--- config.mk ---
export PLATFORM = sky130hd
export DESIGN_NAME = pll_lock_rst_seq
export DESIGN_NICKNAME = d
export VERILOG_FILES = /design/src/rtl/pll_lock_rst_pkg.sv /design/src/rtl/lock_sync.sv /design/src/rtl/pll_lock_rst_seq.sv
export SDC_FILE = /design/constraint.sdc
export NUM_CORES = 1
export LEC_CHECK = 0
export BUFFER_PORTS_ARGS = -buffer_cell sky130_fd_sc_hd__buf_2
export CORE_MARGIN = 10
export CORE_UTILIZATION = 45
export CTS_CLUSTER_SIZE = 24
export DETAILED_ROUTE_END_ITERATION = 12
export HOLD_SLACK_MARGIN = 0.05
export SYNTH_ARGS = -nofsm -noshare
export SYNTH_HDL_FRONTEND = slang
export SYNTH_SLANG_ARGS = --single-unit
--- constraint.sdc ---
create_clock -name clk -period 2.1 [get_ports clk]
set_input_delay 0.21 -clock clk [delete_from_list [all_inputs] [get_ports clk]]
set_output_delay 0.21 -clock clk [all_outputs]
set_load 0.01 [all_outputs]
--- src/rtl/pll_lock_rst_pkg.sv ---
// Shared types and widths for the PLL-lock reset sequencer.
package pll_lock_rst_pkg;

    localparam int CNT_W      = 16;
    localparam int LOSS_CNT_W = 8;

    typedef enum logic [1:0] {
        ST_WAIT_LOCK = 2'd0,
        ST_STABLE    = 2'd1,
        ST_HOLD      = 2'd2,
        ST_RUN       = 2'd3
    } seq_state_e;

endpackage

--- src/rtl/lock_sync.sv ---
// Parameterised single-bit synchronizer with asynchronous active-low clear.
module lock_sync #(
    parameter int STAGES = 2
) (
    input  logic clk,
    input  logic rst_n,
    input  logic d,
    output logic q
);

    logic [STAGES-1:0] sync_r;

    // Shift the asynchronous input through the flop chain.
    always_ff @(posedge clk or negedge rst_n) begin
        if (!rst_n) begin
            sync_r <= {STAGES{1'b0}};
        end else begin
            sync_r <= {sync_r[STAGES-2:0], d};
        end
    end

    assign q = sync_r[STAGES-1];

endmodule

--- src/rtl/pll_lock_rst_seq.sv ---
// Holds a clock domain in reset until PLL lock has been stable, then releases it.
// Optional lock-loss event counter enabled by defining PLL_LOCK_LOSS_CNT_EN.
module pll_lock_rst_seq
    import pll_lock_rst_pkg::*;
#(
    parameter int SYNC_STAGES   = 2,
    parameter int STABLE_CYCLES = 1024,
    parameter int HOLD_CYCLES   = 16
) (
    input  logic                  clk,
    input  logic                  rst_n,
    input  logic                  pll_lock,
    output logic                  sys_rst_n,
    output logic                  ready,
    output logic                  lock_lost,
    output logic [LOSS_CNT_W-1:0] lock_loss_cnt
);

    localparam logic [CNT_W-1:0] STABLE_LAST = CNT_W'(STABLE_CYCLES - 1);
    localparam logic [CNT_W-1:0] HOLD_LAST   = CNT_W'(HOLD_CYCLES - 1);

    logic             lock_s;
    logic             loss_event_s;
    seq_state_e       state_r;
    logic [CNT_W-1:0] cnt_r;

    lock_sync #(
        .STAGES (SYNC_STAGES)
    ) u_lock_sync (
        .clk   (clk),
        .rst_n (rst_n),
        .d     (pll_lock),
        .q     (lock_s)
    );

    assign loss_event_s = (state_r == ST_RUN) && !lock_s;

    // Qualification FSM; outputs are registered decodes of the next state.
    always_ff @(posedge clk or negedge rst_n) begin
        if (!rst_n) begin
            state_r   <= ST_WAIT_LOCK;
            cnt_r     <= {CNT_W{1'b0}};
            sys_rst_n <= 1'b0;
            ready     <= 1'b0;
            lock_lost <= 1'b0;
        end else begin
            lock_lost <= 1'b0;
            sys_rst_n <= 1'b0;
            ready     <= 1'b0;
            cnt_r     <= {CNT_W{1'b0}};
            case (state_r)
                ST_WAIT_LOCK: begin
                    if (lock_s) begin
                        state_r <= ST_STABLE;
                    end else begin
                        state_r <= ST_WAIT_LOCK;
                    end
                end
                ST_STABLE: begin
                    if (!lock_s) begin
                        state_r <= ST_WAIT_LOCK;
                    end else if (cnt_r == STABLE_LAST) begin
                        state_r <= ST_HOLD;
                    end else begin
                        state_r <= ST_STABLE;
                        cnt_r   <= cnt_r + CNT_W'(1);
                    end
                end
                ST_HOLD: begin
                    if (!lock_s) begin
                        state_r <= ST_WAIT_LOCK;
                    end else if (cnt_r == HOLD_LAST) begin
                        state_r   <= ST_RUN;
                        sys_rst_n <= 1'b1;
                        ready     <= 1'b1;
                    end else begin
                        state_r <= ST_HOLD;
                        cnt_r   <= cnt_r + CNT_W'(1);
                    end
                end
                ST_RUN: begin
                    if (!lock_s) begin
                        state_r   <= ST_WAIT_LOCK;
                        lock_lost <= 1'b1;
                    end else begin
                        state_r   <= ST_RUN;
                        sys_rst_n <= 1'b1;
                        ready     <= 1'b1;
                    end
                end
                default: begin
                    state_r <= ST_WAIT_LOCK;
                end
            endcase
        end
    end

`ifdef PLL_LOCK_LOSS_CNT_EN
    logic [LOSS_CNT_W-1:0] loss_cnt_r;

    // Saturating count of lock losses seen while running.
    always_ff @(posedge clk or negedge rst_n) begin
        if (!rst_n) begin
            loss_cnt_r <= {LOSS_CNT_W{1'b0}};
        end else if (loss_event_s && (loss_cnt_r != {LOSS_CNT_W{1'b1}})) begin
            loss_cnt_r <= loss_cnt_r + LOSS_CNT_W'(1);
        end else begin
            loss_cnt_r <= loss_cnt_r;
        end
    end

    assign lock_loss_cnt = loss_cnt_r;
`else
    assign lock_loss_cnt = {LOSS_CNT_W{1'b0}};
`endif

endmodule

==> results of run 1 <==
routing by layer:
layer | share of wire [%] | vias up | track usage [%]
met3 | 6.5 | 5 | 3.35
met2 | 45 | 19 | 13.3
li1 | - | 410 | -
met5 | 0 | - | 0
met4 | 1.7 | 0 | 3.87
met1 | 46 | 380 | 10.4
state kept, by name, summed over array words and instances, names as in the netlist:
| register | count |
|---|---|
| lock_lost | 1 |
| ready | 1 |
| cnt_r | 16 |
| u_lock_sync.sync_r | 2 |
| state_r | 2 |
cell usage in the layout, fill, tap and decap left out:
cell and count:
sky130_fd_sc_hd__buf_2 5, sky130_fd_sc_hd__o21ai_0 1, sky130_fd_sc_hd__dfrtp_1 22, sky130_fd_sc_hd__nand4b_1 1, sky130_fd_sc_hd__buf_12 2, sky130_fd_sc_hd__or3_4 1, sky130_fd_sc_hd__ha_1 5, sky130_fd_sc_hd__or3_1 1
sky130_fd_sc_hd__nand2_1 3, sky130_fd_sc_hd__nor2b_1 1, sky130_fd_sc_hd__a21oi_1 15, sky130_fd_sc_hd__a21boi_0 1, sky130_fd_sc_hd__xnor2_1 12, sky130_fd_sc_hd__nor2_1 4, sky130_fd_sc_hd__xor2_1 1, sky130_fd_sc_hd__nand3_1 5
sky130_fd_sc_hd__a31oi_1 2, sky130_fd_sc_hd__nor4_1 5, sky130_fd_sc_hd__nand4_1 3, sky130_fd_sc_hd__buf_4 4, sky130_fd_sc_hd__inv_1 8, sky130_fd_sc_hd__conb_1 8, sky130_fd_sc_hd__a22oi_1 1, sky130_fd_sc_hd__nor3_1 5
sky130_fd_sc_hd__or4_1 2, sky130_fd_sc_hd__or4_4 1, sky130_fd_sc_hd__clkbuf_4 3, sky130_fd_sc_hd__a31o_2 1, sky130_fd_sc_hd__o2111ai_4 1, sky130_fd_sc_hd__dlygate4sd3_1 2
layout make-up:
class / instances / area, sq um / share of cell area (%)
Tap cell: 30 / 37.5 / 2.91
Sequential cell: 22 / 551 / 42.7
Timing Repair Buffer: 13 / 115 / 8.92
Inverter: 8 / 30.0 / 2.33
Clock buffer: 3 / 22.5 / 1.75
Multi-Input combinational cell: 80 / 534 / 41.4
cell families (layout without fill, tap and decap cells):
family          after synthesis  after routing  share of synthesized area, %
buf+inv                      19             24                          10.2
xor+xnor                     13             13                          9.66
simple gates                 32             32                          15.7
other cells                   1              8                         0.318
fa+ha+maj                     5              5                          5.31
compound gates               22             22                          12.1
flops                        22             22                          46.7
critical path: stages, from the launching register on:
cell and delay (ns):
sky130_fd_sc_hd__dfrtp_1 0.43, sky130_fd_sc_hd__or4_4 0.55, sky130_fd_sc_hd__or3_4 0.36, sky130_fd_sc_hd__o2111ai_4 0.21, sky130_fd_sc_hd__buf_12 0.17, sky130_fd_sc_hd__a21boi_0 0.08
final timing paths:
check / end / slack [ns] / cells after the start / startpoint
worst max-delay path: cnt_r[1] / 0.18 / 5 / cnt_r[12]
worst min-delay path: u_lock_sync.sync_r[1] / 0.36 / 0 / u_lock_sync.sync_r[0]
worst max register to register: cnt_r[1] / 0.18 / 5 / cnt_r[12]
worst min register to register: u_lock_sync.sync_r[1] / 0.36 / 0 / u_lock_sync.sync_r[0]
max in group asynchronous: cnt_r[11] / 1.39 / 2 / rst_n
min in group asynchronous: ready / 0.39 / 2 / rst_n
report_power, final:
| group | switching [uW] | leakage [uW] | total, uW | internal, uW |
|---|---|---|---|---|
| Combinational | 26.3 | 0.000223 | 38.5 | 12.2 |
| Clock | 113 | 0.0000138 | 180 | 66.9 |
| Sequential | 4.30 | 0.000301 | 432 | 428 |
| Total | 144 | 0.000537 | 651 | 507 |
stage by stage:
step | worst slack [ns] | hold slack, ns | area (sq um) | util, %
final | 0.179 | 0.364 | 1290 | 52.1
after global routing | 0.104 | 0.382 | 1290 | 52.1
after CTS | 0.183 | 0.369 | 1290 | 52.1
after detailed placement | 0.193 | 0.202 | 1250 | 50.4
after global placement | 0.222 | 0.195 | 1250 | 50.4
after floorplan | 0.226 | -0.0856 | 1200 | -
==> impl_metrics.sql, run 1 <==
INSERT INTO impl_metrics (metric_group, metric, value, unit) VALUES
('yosys', 'unique_cell_type_count_in_the_yosys_netlist', '27', ''),
('finish', 'finish.cell_count_without_fillers', '156', ''),
('timing', 'min_period', '1.92', 'ns'),
('flow_run', 'max-cap-violations', '0', ''),
('grt', 'grt_overflow_total', '0', ''),
('timing', 'max_clock_freq', '521', 'MHz'),
('finish', 'diodes', '0', ''),
('route', 'drt-total-wl', '2110', 'um'),
('finish', 'area_delta_synth_final', '9.45', '%'),
('power_and_ir_drop', 'p_leak', '0.000537', 'uW'),
('grt', 'number_of_antenna_violations_at_the_first_check_in_global_routing', '0', ''),
('route', 'route.detailed.wl_per_inst', '13.5', 'um'),
('grt', 'grt_first_pass_wirelength', '3710', 'um'),
('run_status', 'status', 'finished, final reports clean', ''),
('grt', 'combined_global_route_utilization_of_all_metal_layers', '8.68', '%'),
('clock_network', 'clock_tree_from_tritoncts', 'built', ''),
('yosys', 'yosys_warn_count', '0', ''),
('yosys', 'synth_flop_cell', 'sky130_fd_sc_hd__dfrtp_1', ''),
('critical_path', 'timing.setup.critical_path_class', 'reg2reg', ''),
('critical_path', 'critical_path.startpoint_type', 'flop', ''),
('route', 'postRouteAntennaNets', '0', ''),
('finish', 'finalNetCount', '136', ''),
('clock_network', 'clk_pin_slew_worst_paths', '0.11', 'ns'),
('timing', 'timing.max_slew.rel_slack', '63.9', '%'),
('critical_path', 'crit_arrival', '2.11', 'ns'),
('yosys', 'synth_top_cell_area_share', '46.7', '%'),
('critical_path', 'required_time_of_the_worst_setup_path', '2.29', 'ns'),
('critical_path', 'timing.critical_path.to_type', 'flop', ''),
('die', 'rows', '18', ''),
('die', 'design.portCount', '14', ''),
('yosys', 'synth_largest_area_cell', 'sky130_fd_sc_hd__dfrtp_1', ''),
('timing', 'rsz0062_at_grt', 'no', ''),
('yosys', 'synth-seq-area-share', '46.7', '%'),
('clock_network', 'max-clock-path-buffers', '2', ''),
('clock_network', 'post_cts_buffers', '0', ''),
('yosys', 'syn_inst_count', '114', ''),
('timing', 'finalClockSkew', '0.000761', 'ns'),
('yosys', 'synth.area.top_cells', 'sky130_fd_sc_hd__dfrtp_1 (47%), sky130_fd_sc_hd__xnor2_1 (8.9%), sky130_fd_sc_hd__a21oi_1 (6.4%), sky130_fd_sc_hd__buf_4 (6.4%), sky130_fd_sc_hd__ha_1 (5.3%)', ''),
('timing', 'totalNegativeSetupSlack', '0', 'ns'),
('clock_network', 'clk_latency', '0.30', 'ns'),
('yosys', 'ys_ff_latch', '22', ''),
('placed_design', 'gp_congestion', '0.820', ''),
('min_path', 'hold_class', 'reg2reg', ''),
('timing', 'report.final.hold_viol_count', '0', ''),
('die', 'placeableCoreArea', '0.00248', 'sq mm'),
('die', 'fp.dieArea', '0.00507', 'sq mm'),
('power_and_ir_drop', 'report.power.total', '651', 'uW'),
('grt', 'grt_start_max_net_pins', '23', ''),
('yosys', 'synth_top_cells_by_count', 'sky130_fd_sc_hd__dfrtp_1 (22), sky130_fd_sc_hd__a21oi_1 (15), sky130_fd_sc_hd__xnor2_1 (12)', ''),
('placed_design', 'placement.io_buffers', '5', ''),
('timing', 'setup_viol', '0', ''),
('power_and_ir_drop', 'max-vdd-ir-drop', '434', 'uV'),
('power_and_ir_drop', 'p_per_area', '504', 'mW/mm^2'),
('placed_design', 'post-place-cells', '151', ''),
('route', 'vias', '814', ''),
('yosys', 'most_frequent_cell_after_synthesis', 'sky130_fd_sc_hd__dfrtp_1', ''),
('finish', 'filler_cell_count_in_the_final_layout', '228', ''),
('die', 'die_x_extent', '71.2', 'um'),
('route', 'drt_pass1_iterations', '4', ''),
('critical_path', 'timing.critical_path.fanout_max', '16', ''),
('yosys', 'post_synth.cell_area_avg', '10.3', 'sq um'),
('die', 'dieHeight', '71.2', 'um'),
('clock_network', 'tritoncts_num_sinks', '22', ''),
('clock_network', 'post_cts_resize_count', '0', ''),
('die', 'floorplan.initialDensity', '47.6', '%'),
('timing', 'final.period_utilization', '91.5', '%'),
('yosys', 'synth_async_sr_flop_share', '100', '%'),
('grt', 'first_global_vias', '828', ''),
('clock_network', 'htree_num_levels', '1', ''),
('finish', 'share_of_layout_cells_above_drive_strength_1', '14.3', '%'),
('clock_network', 'cts_buffers', '3', ''),
('route', 'detail_route.vias_per_cell', '5.22', ''),
('placed_design', 'hpwl', '1590', 'um'),
('yosys', 'post_synth_edffs', '0', ''),
('timing', 'slew_viol_final', '0', ''),
('route', 'detail_route.iter0.violations', '26', ''),
('route', 'detail_route.drc_violations', '0', ''),
('yosys', 'mappedNetlistArea', '0.00118', 'sq mm'),
('timing', 'tightest_slew', '0.536', 'ns'),
('clock_network', 'ctsRootBufferMaster', 'sky130_fd_sc_hd__clkbuf_4', ''),
('clock_network', 'hold_bufs_inserted_after_cts', '2', '');
No activity file was read; power rests on OpenSTA's default activity.
==> run 2, diff against run 1 <==
--- a/config.mk
+++ b/config.mk
@@ -5,12 +5,14 @@
 export SDC_FILE = /design/constraint.sdc
 export NUM_CORES = 1
 export LEC_CHECK = 0
+export ABC_AREA = 1
 export BUFFER_PORTS_ARGS = -buffer_cell sky130_fd_sc_hd__buf_2
 export CORE_MARGIN = 10
-export CORE_UTILIZATION = 45
+export CORE_UTILIZATION = 55
 export CTS_CLUSTER_SIZE = 24
 export DETAILED_ROUTE_END_ITERATION = 12
 export HOLD_SLACK_MARGIN = 0.05
+export PLACE_DENSITY = 0.75
 export SYNTH_ARGS = -nofsm -noshare
 export SYNTH_HDL_FRONTEND = slang
 export SYNTH_SLANG_ARGS = --single-unit
==> impl_metrics.sql, run 2 <==
INSERT INTO impl_metrics (metric_group, metric, value, unit) VALUES
('critical_path', 'timing.critical_path.fanout_max', '16', ''),
('timing', 'report.final.hold_viol_count', '0', ''),
('critical_path', 'crit_path_top_delay_cell', 'sky130_fd_sc_hd__dfrtp_1', ''),
('route', 'drt-total-wl', '2400', 'um'),
('timing', 'max_clock_freq', '628', 'MHz'),
('finish', 'largest_register_by_flop_count', 'cnt_r', ''),
('grt', 'grt_first_pass_wirelength', '4160', 'um'),
('run_status', 'status', 'finished, final reports clean', ''),
('die', 'dieHeight', '68.8', 'um'),
('yosys', 'synth_top_cells_by_count', 'sky130_fd_sc_hd__nand2_1 (34), sky130_fd_sc_hd__nor2_1 (25), sky130_fd_sc_hd__dfrtp_1 (22)', ''),
('route', 'detail_route.drc_violations', '0', ''),
('clock_network', 'clk_latency', '0.30', 'ns'),
('critical_path', 'required_time_of_the_worst_setup_path', '2.29', 'ns'),
('critical_path', 'critical_path.startpoint_type', 'flop', ''),
('yosys', 'synth_async_sr_flop_share', '100', '%'),
('timing', 'final.period_utilization', '75.9', '%'),
('timing', 'totalNegativeSetupSlack', '0', 'ns'),
('die', 'rows', '17', ''),
('critical_path', 'cp_cell_sequence', 'ha_1 > nand3_4 > nor2_4 > nand3_2 > nand2_2 > nand2_2 > nand2_4 > nor2_1', ''),
('route', 'detail_route.vias_per_cell', '4.89', ''),
('grt', 'grt_overflow_total', '0', ''),
('yosys', 'synth-seq-area-share', '42.0', '%'),
('finish', 'area_delta_synth_final', '4.20', '%'),
('timing', 'final.hold.worst_slack', '0.370', 'ns'),
('grt', 'grt_start_max_net_pins', '23', ''),
('finish', 'regs_by_ff_count', 'cnt_r (16), state_r (2), u_lock_sync.sync_r (2)', ''),
('clock_network', 'max-clock-path-buffers', '2', ''),
('power_and_ir_drop', 'report.power.total', '719', 'uW'),
('timing', 'rsz0062_at_grt', 'no', ''),
('critical_path', 'timing.setup.critical_path_class', 'reg2reg', ''),
('critical_path', 'timing.critical_path.to_type', 'flop', ''),
('timing', 'finalClockSkew', '0.00711', 'ns'),
('route', 'drt_pass1_iterations', '4', ''),
('route', 'vias', '949', ''),
('placed_design', 'place_area', '0.00131', 'sq mm'),
('yosys', 'ys_ff_latch', '22', ''),
('yosys', 'post_synth_edffs', '0', ''),
('power_and_ir_drop', 'p_per_area', '526', 'mW/mm^2'),
('route', 'detail_route.iter0.violations', '37', ''),
('grt', 'combined_global_route_utilization_of_all_metal_layers', '11.3', '%'),
('yosys', 'unique_cell_type_count_in_the_yosys_netlist', '23', ''),
('min_path', 'hold_class', 'reg2reg', ''),
('timing', 'min_period', '1.59', 'ns'),
('timing', 'setup_viol', '0', ''),
('die', 'floorplan.initialDensity', '58.7', '%'),
('die', 'die_x_extent', '68.8', 'um'),
('placed_design', 'gp_congestion', '0.868', ''),
('flow_run', 'max-cap-violations', '0', ''),
('grt', 'number_of_antenna_violations_at_the_first_check_in_global_routing', '0', ''),
('critical_path', 'slowest_delay', '0.39', 'ns'),
('yosys', 'synth.area.top_cells', 'sky130_fd_sc_hd__dfrtp_1 (42%), sky130_fd_sc_hd__nand2_1 (9.7%), sky130_fd_sc_hd__nor2_1 (7.2%), sky130_fd_sc_hd__nor2_2 (5.2%), sky130_fd_sc_hd__buf_4 (5.2%)', ''),
('finish', 'diodes', '0', ''),
('die', 'design.portCount', '14', ''),
('placed_design', 'hpwl', '1910', 'um'),
('die', 'fp.dieArea', '0.00474', 'sq mm'),
('clock_network', 'tritoncts_num_sinks', '22', ''),
('power_and_ir_drop', 'max-vdd-ir-drop', '444', 'uV'),
('critical_path', 'crit_arrival', '1.78', 'ns'),
('critical_path', 'timing.critical_path.mode_cell', 'sky130_fd_sc_hd__nand2_2', ''),
('finish', 'layout.cells.most_common', 'sky130_fd_sc_hd__nand2_1', ''),
('critical_path', 'critical_path_buf_inv_count', '0', ''),
('timing', 'slew_viol_final', '0', ''),
('yosys', 'synth_largest_area_cell', 'sky130_fd_sc_hd__dfrtp_1', ''),
('finish', 'share_of_layout_cells_above_drive_strength_1', '16.9', '%'),
('yosys', 'yosys_warn_count', '0', ''),
('clock_network', 'htree_num_levels', '1', ''),
('route', 'postRouteAntennaNets', '0', ''),
('yosys', 'mappedNetlistArea', '0.00131', 'sq mm'),
('placed_design', 'preCtsSetupSlack', '0.515', 'ns'),
('clock_network', 'post_cts_buffers', '0', ''),
('power_and_ir_drop', 'p_leak', '0.000625', 'uW'),
('clock_network', 'clk_pin_slew_worst_paths', '0.12', 'ns'),
('grt', 'first_global_vias', '947', ''),
('finish', 'final_area', '0.00137', 'sq mm'),
('critical_path', 'critPathTopFamily', 'simple AND/OR/NAND/NOR gates', ''),
('placed_design', 'placement.io_buffers', '5', ''),
('route', 'route.detailed.wl_per_inst', '12.4', 'um'),
('clock_network', 'post_cts_resize_count', '0', ''),
('finish', 'finalNetCount', '175', ''),
('yosys', 'synth_top_cell_area_share', '42.0', '%'),
('yosys', 'syn_inst_count', '158', ''),
('timing', 'worst_slack', '0.507', 'ns'),
('finish', 'most-common-layout-cells', 'sky130_fd_sc_hd__nand2_1 (34), sky130_fd_sc_hd__nor2_1 (25), sky130_fd_sc_hd__dfrtp_1 (22), sky130_fd_sc_hd__inv_1 (18), sky130_fd_sc_hd__nor2_2 (11)', ''),
('clock_network', 'cts_buffers', '3', ''),
('finish', 'filler_cell_count_in_the_final_layout', '202', ''),
('clock_network', 'clock_tree_from_tritoncts', 'built', ''),
('yosys', 'most_frequent_cell_after_synthesis', 'sky130_fd_sc_hd__nand2_1', ''),
('clock_network', 'ctsRootBufferMaster', 'sky130_fd_sc_hd__clkbuf_4', ''),
('yosys', 'post_synth.cell_area_avg', '8.30', 'sq um'),
('finish', 'largest_register_ff_count', '16', ''),
('yosys', 'synth_flop_cell', 'sky130_fd_sc_hd__dfrtp_1', ''),
('die', 'placeableCoreArea', '0.00223', 'sq mm');
run 2: cell type report:
type	instances	area, sq um	share of cell area (%)
sequential	22	551	40.3
multi-input combinational	115	632	46.2
tap	28	35.0	2.56
inverter	18	67.6	4.95
clock buffer	4	36.3	2.66
timing repair buffer	7	45.0	3.30
run 2: kinds of logic (layout without fill, tap and decap cells):
| kind of cell | Yosys count | in the layout | synth area share (%) |
|---|---|---|---|
| buf+inv | 28 | 29 | 11.8 |
| simple gates | 88 | 88 | 32.6 |
| compound gates | 5 | 5 | 2.48 |
| xor+xnor | 9 | 9 | 6.01 |
| fa+ha+maj | 5 | 5 | 4.77 |
| flops | 22 | 22 | 42.0 |
| other cells | 1 | 8 | 0.286 |
run 2: path summary, 6_finish.rpt:
check / depth (start not counted) / start / to / slack [ns]
worst min register to register: 0 / u_lock_sync.sync_r[0] / u_lock_sync.sync_r[1] / 0.37
worst min-delay path: 0 / u_lock_sync.sync_r[0] / u_lock_sync.sync_r[1] / 0.37
min in group asynchronous: 2 / rst_n / cnt_r[9] / 0.39
worst max register to register: 8 / cnt_r[0] / cnt_r[3] / 0.51
max in group asynchronous: 2 / rst_n / cnt_r[12] / 1.38
worst max-delay path: 8 / cnt_r[0] / cnt_r[3] / 0.51
run 2: routing by layer:
layer | track usage (%) | share of wire (%)
met5 | 0 | 0
met4 | 5.17 | 1.7
met3 | 2.42 | 4.2
met2 | 19.2 | 51
met1 | 13.3 | 43
run 2: stage by stage:
step | util, % | cells
6_report | 61.2 | 194
5_1_grt | 61.2 | 194
4_1_cts | 61.2 | 194
3_5_place_dp | 58.7 | 188
3_3_place_gp | 58.7 | 188
2_1_floorplan | - | 165
run 2: report_power, final:
group	total [uW]	switching, uW	internal, uW
logic	54.3	39.5	14.8
clock network	229	123	106
registers	436	5.56	430
total	719	168	550
run 2: what timing repair did:
item                                    in CTS  in global routing
endpoints found under the hold margin       23                  0
hold buffers                                 2                  0
endpoints found under the setup margin       0                  0
==> run 3, diff against run 2 <==
==> constraint.sdc (replaced) <==
create_clock -name clk -period 1.5 [get_ports clk]
set_input_delay 0.15 -clock clk [delete_from_list [all_inputs] [get_ports clk]]
set_output_delay 0.15 -clock clk [all_outputs]
set_load 0.01 [all_outputs]
==> impl_metrics.sql, run 3 (synthesized netlist as in run 2, its figures left out) <==
INSERT INTO impl_metrics (metric_group, metric, value, unit) VALUES
('run_status', 'status', 'finished, final reports clean', ''),
('route', 'dr_wl_met2', '1220', 'um'),
('timing', 'rsz0062_at_grt', 'yes', ''),
('finish', 'regs_by_ff_count', 'cnt_r (16), state_r (2), u_lock_sync.sync_r (2)', ''),
('finish', 'most-common-layout-cells', 'sky130_fd_sc_hd__nand2_1 (34), sky130_fd_sc_hd__nor2_1 (23), sky130_fd_sc_hd__dfrtp_1 (22), sky130_fd_sc_hd__inv_1 (18), sky130_fd_sc_hd__nor2_2 (13)', ''),
('clock_network', 'clk_latency', '0.31', 'ns'),
('critical_path', 'crit_arrival', '1.61', 'ns'),
('timing', 'min_period', '1.41', 'ns'),
('route', 'wl_met1', '1120', 'um'),
('power_and_ir_drop', 'p_per_area', '721', 'mW/mm^2'),
('timing', 'report.final.hold_viol_count', '0', ''),
('finish', 'area_delta_synth_final', '8.30', '%'),
('timing', 'totalNegativeSetupSlack', '0', 'ns'),
('clock_network', 'tritoncts_num_sinks', '22', ''),
('route', 'dr.max_layer_used', 'met4', ''),
('placed_design', 'preCtsSetupSlack', '0.0310', 'ns'),
('route', 'postRouteAntennaNets', '0', ''),
('placed_design', 'placement.io_buffers', '5', ''),
('critical_path', 'timing.critical_path.fanout_max', '16', ''),
('finish', 'multi_input_area', '648', 'sq um'),
('die', 'rows', '17', ''),
('flow_run', 'max-cap-violations', '0', ''),
('timing', 'worst_slack', '0.0922', 'ns'),
('critical_path', 'timing.setup.critical_path_class', 'reg2reg', ''),
('finish', 'filler_cell_count_in_the_final_layout', '215', ''),
('die', 'placeableCoreArea', '0.00223', 'sq mm'),
('timing', 'setup_viol', '0', ''),
('die', 'fp.dieArea', '0.00474', 'sq mm'),
('placed_design', 'hpwl', '1930', 'um'),
('die', 'dieHeight', '68.8', 'um'),
('critical_path', 'timing.critical_path.mode_cell', 'sky130_fd_sc_hd__nand2_2', ''),
('route', 'drt_pass1_iterations', '4', ''),
('finish', 'register_area', '551', 'sq um'),
('power_and_ir_drop', 'switching_power', '247', 'uW'),
('finish', 'share_of_layout_cells_above_drive_strength_1', '21.1', '%'),
('die', 'design.portCount', '14', ''),
('grt', 'first_global_vias', '980', ''),
('grt', 'combined_global_route_utilization_of_all_metal_layers', '11.7', '%'),
('clock_network', 'ctsRootBufferMaster', 'sky130_fd_sc_hd__clkbuf_4', ''),
('finish', 'diodes', '0', ''),
('route', 'detail_route.iter0.violations', '66', ''),
('power_and_ir_drop', 'p_comb_share', '8.7', '%'),
('critical_path', 'required_time_of_the_worst_setup_path', '1.71', 'ns'),
('finish', 'layout.cells.most_common', 'sky130_fd_sc_hd__nand2_1', ''),
('route', 'detailroute.wirelength.met3', '94', 'um'),
('finish', 'final_util', '63.6', '%'),
('min_path', 'hold_class', 'in2async', ''),
('finish', 'finish.cell_count_without_fillers', '199', ''),
('finish', 'finalNetCount', '180', ''),
('die', 'floorplan.initialDensity', '58.7', '%'),
('route', 'drt-total-wl', '2480', 'um'),
('placed_design', 'post-place-cells', '191', ''),
('critical_path', 'critical_path.startpoint_type', 'flop', ''),
('finish', 'largest_register_by_flop_count', 'cnt_r', ''),
('clock_network', 'clk_pin_slew_worst_paths', '0.12', 'ns'),
('power_and_ir_drop', 'max-vdd-ir-drop', '697', 'uV'),
('clock_network', 'clock_tree_from_tritoncts', 'built', ''),
('timing', 'final.hold.worst_slack', '0.315', 'ns'),
('power_and_ir_drop', 'internal_pwr_total', '777', 'uW'),
('critical_path', 'slowest_delay', '0.39', 'ns'),
('timing', 'slew_viol_final', '0', ''),
('route', 'vias', '983', ''),
('power_and_ir_drop', 'clock_power_share', '31.7', '%'),
('grt', 'grt_first_pass_wirelength', '4260', 'um'),
('power_and_ir_drop', 'net_sw_share', '24.1', '%'),
('power_and_ir_drop', 'power.sequential.fraction', '59.6', '%'),
('die', 'die_x_extent', '68.8', 'um'),
('route', 'detail_route.vias_per_cell', '4.94', ''),
('critical_path', 'crit_path_top_delay_cell', 'sky130_fd_sc_hd__dfrtp_1', ''),
('critical_path', 'timing.critical_path.to_type', 'flop', ''),
('route', 'detail_route.drc_violations', '0', ''),
('placed_design', 'gp_congestion', '0.894', ''),
('finish', 'largest_register_ff_count', '16', ''),
('route', 'route.detailed.wl_per_inst', '12.4', 'um'),
('clock_network', 'htree_num_levels', '1', ''),
('clock_network', 'max-clock-path-buffers', '2', ''),
('grt', 'grt_start_max_net_pins', '23', ''),
('timing', 'final.period_utilization', '93.9', '%'),
('grt', 'grt_overflow_total', '0', ''),
('clock_network', 'cts_buffers', '3', ''),
('critical_path', 'cp_cell_sequence', 'ha_2 > nand3_4 > nor2_4 > nand3_2 > nand2_2 > nand2_2 > nand2_8 > nor2_1', ''),
('power_and_ir_drop', 'p_leak', '0.000644', 'uW'),
('timing', 'finalClockSkew', '0.00447', 'ns'),
('timing', 'max_clock_freq', '710', 'MHz'),
('grt', 'number_of_antenna_violations_at_the_first_check_in_global_routing', '0', '');
==> run 3: cell type report <==
| class | instances | area share, % |
|---|---|---|
| Sequential cell | 22 | 38.8 |
| Multi-Input combinational cell | 115 | 45.6 |
| Timing Repair Buffer | 12 | 5.81 |
| Clock buffer | 4 | 2.56 |
| Inverter | 18 | 4.76 |
| Tap cell | 28 | 2.47 |
==> run 3: path summary, 6_finish.rpt <==
check / from / endpoint / slack (ns) / depth (start not counted)
worst max-delay path: cnt_r[0] / cnt_r[10] / 0.09 / 8
worst min-delay path: rst_n / cnt_r[11] / 0.32 / 2
worst max register to register: cnt_r[0] / cnt_r[10] / 0.09 / 8
worst min register to register: u_lock_sync.sync_r[0] / u_lock_sync.sync_r[1] / 0.37 / 0
max in group asynchronous: rst_n / state_r[1] / 0.85 / 2
min in group clk: u_lock_sync.sync_r[0] / u_lock_sync.sync_r[1] / 0.37 / 0
==> run 3: worst max-delay path: cells and delay by family, from the launching register on <==
family	cells	cell delay, ns
AND/OR/NAND/NOR	7	0.69
flip-flops	1	0.39
adder cells (fa/ha/maj)	1	0.22
==> run 3: per-stage QoR <==
stage               total power [uW]  instance area, sq um
floorplan                        693                  1340
global placement                 690                  1330
detailed placement               695                  1330
CTS                             1020                  1390
global route                    1070                  1420
finish                          1020                  1420
==> run 3: what timing repair did <==
action | in CTS | in global routing
hold buffers | 2 | 0
gates resized for setup | 0 | 4
hold endpoints to repair | 23 | 0
setup buffers | 0 | 2
setup endpoints to repair | 0 | 17
==> run 3: power by group through the flow <==
stage	Sequential [uW]	Clock, uW	Combinational [uW]
finish	610	325	89.3
CTS	610	335	78.3
global placement	621	0	69.8
floorplan	620	0	73.6
global route	611	359	100
detailed placement	621	0	73.7
==> run 3: metal layers <==
metal,vias up,GRT usage (%)
met5,-,0
met2,15,20.5
met1,472,13.8
met4,0,3.69
met3,5,2.58
li1,491,-
